### config.mk
export PLATFORM = sky130hd
export DESIGN_NAME = inst_fetch
export DESIGN_NICKNAME = d
export VERILOG_FILES = /design/src/rtl/inst_fetch.sv
export SDC_FILE = /design/constraint.sdc
export NUM_CORES = 1
export LEC_CHECK = 0
export ABC_AREA = 1
export CAP_MARGIN = 20
export CORE_MARGIN = 8
export CORE_UTILIZATION = 46
export CTS_CLUSTER_DIAMETER = 50
export DETAILED_ROUTE_END_ITERATION = 16
export HOLD_SLACK_MARGIN = 0.03
export PLACE_DENSITY_LB_ADDON = 0.12
export SLEW_MARGIN = 20
export SYNTH_ARGS = -nofsm -noshare
export SYNTH_HDL_FRONTEND = slang
export SYNTH_SLANG_ARGS = --single-unit
### constraint.sdc
create_clock -name clk -period 3.2 [get_ports clk]
set_input_delay 0.64 -clock clk [delete_from_list [all_inputs] [get_ports clk]]
set_output_delay 0.64 -clock clk [all_outputs]
set_load 0.05 [all_outputs]
### src/rtl/inst_fetch.sv
`default_nettype none
// +------------------------------------------------------------------------+
// | inst_fetch : PC owner, ROM address driver and {pc, inst} fetch queue   |
// | Revision 1.0                                                           |
// +------------------------------------------------------------------------+
module inst_fetch #(
  parameter logic [31:0] RESET_ADDR = 32'h0000_0000,
  parameter int          QDEPTH     = 2
) (
  input  logic        clk,
  input  logic        rst_n,
  input  logic        jump_en_i,
  input  logic [31:0] jump_addr_i,
  output logic [31:0] inst_addr_o,
  input  logic [31:0] inst_i,
  output logic        inst_valid_o,
  input  logic        inst_ready_i,
  output logic [31:0] inst_o,
  output logic [31:0] inst_pc_o
);

  localparam int            PW    = $clog2(QDEPTH);
  localparam logic [PW:0]   DEPTH = (PW+1)'(QDEPTH);
  localparam logic [PW-1:0] PTR_ONE = PW'(1);

  logic [31:0]   pc;
  logic [31:0]   q_pc   [QDEPTH];
  logic [31:0]   q_inst [QDEPTH];
  logic [PW-1:0] wr_ptr;
  logic [PW-1:0] rd_ptr;
  logic [PW:0]   count;
  logic          pop;
  logic          push;

  assign inst_addr_o  = pc;
  assign inst_valid_o = (count != '0);
  assign inst_o       = q_inst[rd_ptr];
  assign inst_pc_o    = q_pc[rd_ptr];

  // A full queue still accepts a new fetch when the head leaves this cycle.
  assign pop  = inst_valid_o & inst_ready_i;
  assign push = ~jump_en_i & ((count < DEPTH) | pop);

  always_ff @(posedge clk) begin
    if (!rst_n) begin
      pc     <= RESET_ADDR;
      wr_ptr <= '0;
      rd_ptr <= '0;
      count  <= '0;
      for (int i = 0; i < QDEPTH; i++) begin
        q_pc[i]   <= '0;
        q_inst[i] <= '0;
      end
    end else if (jump_en_i) begin
      // Wrong-path entries are dropped; a head shown this cycle is not consumed.
      pc     <= {jump_addr_i[31:2], 2'b00};
      wr_ptr <= '0;
      rd_ptr <= '0;
      count  <= '0;
    end else begin
      if (push) begin
        q_pc[wr_ptr]   <= pc;
        q_inst[wr_ptr] <= inst_i;
        wr_ptr         <= wr_ptr + PTR_ONE;
        pc             <= pc + 32'd4;
      end
      if (pop) begin
        rd_ptr <= rd_ptr + PTR_ONE;
      end
      case ({push, pop})
        2'b10:   count <= count + 1'b1;
        2'b01:   count <= count - 1'b1;
        default: count <= count;
      endcase
    end
  end

endmodule
`default_nettype wire

# After elaboration in Yosys (flattened, before gate mapping)
# Memories as Yosys holds them, arrays and structs flattened. A register that Yosys moved wholly into a read port is not among the register bits.
# Cells that the tools add are included.
# op_classes
n_mux,18
magnitude_cmp,1
bitwise,5
reduce_logical,6
n_eq_ne,2
n_addsub,5
# op_table
cell,count
$mux 32,4
$reduce_or 32->1,2
$add 32x3->32 const B,1
$mux 1,13
$reduce_bool 2->1,3
$pmux 2 s2,1
$add 1x1->1 const B,2
$add 2x1->2 const B,1
$and 1x1->1,2
$eq 2x1->1 const B,1
$eq 2x2->1 const B,1
$lt 2x2->1 const B,1
$not 1->1,2
$reduce_or 2->1,1
$sub 2x1->2 const B,1
$or 1x1->1,1
# word_totals
word_cells,44
regBits,36
ram_bits,128
out_inout_bits,97
inputBits,68
n_memories,2
# mem_list
memory,words,word_bits,rd,rd_clocked_by_memory_dff,write_ports,line_no,source
q_inst,2,32,1,1,2,28,logic [31:0] q_inst [QDEPTH];
q_pc,2,32,1,1,2,27,logic [31:0] q_pc [QDEPTH];

# Depth between registers and ports, before layout
# depth
depth_word,10
depth_mapped,11
mapped_depth_nobuf,11

# Least setup slack after synthesis
# No wires, ideal clock.
# synth_timing
kind,input port to flip-flop
startpoint,in jump_en_i
endpoint,"mem q_inst[0][0], enable pin"
path_slack_ns,0.006
path_buffers,2
stages,7
arrival_ns,2.772
path_cell_list,buf_2 -> inv_1 -> nand2_4 -> inv_6 -> nand3_4 -> buf_6 -> nand2_1
# synth_lines
item,line_no,source
start: declaration,12,"input logic jump_en_i,"
end: declaration,28,

==> out/qor.yml <==
run_status:
  outcome: "completed"
floorplan:
  rows: 47
  pin_count: 165
  die_h_um: 145
  dieArea_sq_um: 20900
  start_util: 0.465
  core-area_sq_um: 16400
  fp.dieW_um: 145
worst_setup_path:
  crit_arrival_ns: 2.32
  worstReg2RegStart: "count[1]$_SDFFE_PP0P_"
  rrSetupSlack_ns: 0.84
  worstRegToRegCells: 9
  timing.critical_path.required_ns: 2.56
  crit_type: "reg2out"
  path_max_fanout: 27
  cp-end-kind: "primary output"
  rr_endpoint: "q_inst[0][17]$_SDFFCE_PN0P_"
  critPathLaunchType: "flip-flop"
timing:
  post-route-period-util: 0.925
  tns_ns: 0
  slew_headroom: 0.527
  finalHoldViolCount: 0
  rsz0062_at_grt: "no"
  tightest_slew_ns: 0.710
  fin_skew_ns: 0.0102
  min_period_ns: 2.96
  fmax_mhz: 338
  final-setup-viol-count: 0
  report.final.slew_viol_count: 0
route:
  routed-via-count: 5629
  wl_per_cell_um: 17.0
  firstDrtPassIters: 5
  drc: 0
  avgViaCountPerCell: 4.92
  drt_wl_total_um: 19500
  ant_nets: 0
  drt_iter0_markers: 296
synth:
  async_reset_ff_frac: 0
  synthFlopType: "edfxtp_1"
  synth_warnings: 0
  synth_cell_types: 39
  synth_edf_count: 124
  syn_area_sq_um: 7620
  ys_ff_latch: 159
  synth.area.top_cells: "edfxtp_1 (49%), dfxtp_1 (9.2%), mux2_2 (9.2%)"
  ys_seq_area_frac: 0.580
  syn_inst: 757
  yosys.area.top_type: "edfxtp_1"
  synth_top_area_frac: 0.488
  syn_avg_cell_area_sq_um: 10.1
global_route:
  grt_overflow_total: 0
  antenna_found_initial: 0
  grt_pass1_vias: 5895
  grt_usage: 0.192
  grt_max_degree: 63
  grt_pass1_wl_um: 30500
finish:
  area_growth_syn_to_layout_pct: 30.5
  diodes: 0
  fin_nets: 983
  layout-drive-gt1-share: 0.145
  nFillCells: 1385
clock_network:
  cts.clk_slew.worst_paths_ns: 0.07
  cts_resized: 0
  cts_made_buffers: 17
  h-tree-depth: 4
  cts_tree: "built"
  clkLatencyLatePin_ns: 0.43
  cts-hold-fix-buffers: 0
  post_cts_buffers: 0
  cts.sinks: 159
  cts-root-buf: "clkbuf_16"
  cts.path.max_buffers: 2
min_path:
  hp-start: "rd_ptr$_SDFFE_PP0P_"
  whs_path_depth: 1
  hold_class: "reg2reg"
  holdPathEnd: "rd_ptr$_SDFFE_PP0P_"
place:
  portBuffers: 158
  place.detailed.hpwl_um: 13500
  gp_congestion: 0.909
pwr:
  fin_total_pwr_mw: 5.30
  ir_drop_mv: 0.367
  powerDensity_nw_per_um2: 533
  leakage_nw: 3.91
job:
  maxCapViolations: 0
-- synth_stat cells (4+ instances only) --
cell / n
dfxtp_1: 35
clkbuf_1: 13
buf_6: 7
nor2_1: 154
inv_1: 101
buf_2: 5
mux2_2: 62
nand3_1: 29
xor2_1: 9
a21oi_1: 20
a21oi_2: 9
nor2_2: 7
nand2_1: 108
nand3_2: 7
edfxtp_1: 124
buf_4: 4
a31oi_1: 5
o21ai_1: 4
o21ai_0: 26
-- cells by family (layout without fill, tap and decap cells) --
kind of cell,after synthesis,in the layout,synth area share
other,1,4,0.000492
muxes,62,62,0.0916
AOI/OAI and AO/OA,68,68,0.0514
buffers and inverters,137,302,0.0834
adders and majority gates,2,2,0.00328
xor gates and xnor gates,10,10,0.0115
DFF,159,159,0.580
and+or+nand+nor,318,318,0.178
-- power by group --
group	leakage [nW]	switching (mW)	total, mW	internal [mW]
Sequential	1.60	0.0618	2.41	2.35
Combinational	2.05	0.580	0.901	0.320
Clock	0.268	0.838	1.99	1.15
Total	3.91	1.48	5.30	3.82
-- per-layer routing --
layer / track usage / part of all wire / wire [um]
met1: 0.229 / 0.43 / 8460
met3: 0.0367 / 0.052 / 1020
met4: 0.0701 / 0.015 / 297
met2: 0.336 / 0.50 / 9700
met5: 0 / 0 / 0
-- sequential cells by signal, indices dropped and copies added (netlist names), named ones only --
register	cells
rd_ptr	1
wr_ptr	1
inst_addr_o	30
q_inst	64
count	2
q_pc	60
-- how the worst max path moves through the flow --
stage,from,endpoint,slack [ns],cells past startpoint
2_1_floorplan,jump_en_i,q_inst[0][0]$_SDFFCE_PN0P_,0.006,7
3_3_place_gp,inst_ready_i,q_pc[0][24]$_SDFFCE_PN0P_,0.28,8
3_5_place_dp,inst_ready_i,q_pc[0][24]$_SDFFCE_PN0P_,0.24,8
4_1_cts,flip-flop,inst_pc_o[31],0.20,3
5_1_grt,flip-flop,inst_pc_o[14],0.17,3
6_report,flip-flop,inst_pc_o[31],0.24,3
-- layout by cell type, fill, tap and decap left out, types with 2 or more instances in the layout --
| cell | count |
|---|---|
| a21oi_1 | 20 |
| a21oi_2 | 9 |
| a31oi_1 | 5 |
| buf_12 | 4 |
| buf_4 | 6 |
| bufinv_16 | 2 |
| clkbuf_1 | 2 |
| clkbuf_16 | 17 |
| clkdlybuf4s50_1 | 158 |
| clkinvlp_4 | 3 |
| conb_1 | 4 |
| dfxtp_1 | 34 |
| edfxtp_1 | 124 |
| ha_1 | 2 |
| inv_1 | 101 |
| inv_6 | 5 |
| mux2_2 | 62 |
| nand2_1 | 106 |
| nand2_2 | 2 |
| nand2_4 | 4 |
| nand3_1 | 29 |
| nand3_2 | 7 |
| nand3b_1 | 2 |
| nand4_1 | 3 |
| nor2_1 | 154 |
| nor2_2 | 7 |
| o21ai_0 | 26 |
| o21ai_1 | 4 |
| xor2_1 | 9 |
-- critical path: stages (launching register included) --
cell             delay, ns
dfxtp_2               0.54
buf_12                0.24
mux2_2                0.36
clkdlybuf4s50_1       0.73
-- layout make-up --
cell class | instances | area (sq um) | area share
clock inverter | 12 | 135 | 0.0136
inverter | 103 | 392 | 0.0394
clock buffer | 19 | 433 | 0.0435
tap | 220 | 275 | 0.0277
multi-input combinational | 464 | 2580 | 0.260
sequential | 159 | 4430 | 0.445
timing repair buffer | 168 | 1710 | 0.171
-- metrics by stage --
step | cells | hold slack (ns) | util | setup WS [ns] | area (sq um)
2_1_floorplan | 760 | 0.422 | - | 0.00643 | 7630
3_3_place_gp | 1114 | 0.426 | 0.572 | 0.280 | 9380
3_5_place_dp | 1114 | 0.438 | 0.572 | 0.241 | 9380
4_1_cts | 1145 | 0.450 | 0.607 | 0.197 | 9950
5_1_grt | 1145 | 0.476 | 0.607 | 0.170 | 9950
6_report | 1145 | 0.450 | 0.607 | 0.239 | 9950
(Power assumes the default switching activity.)
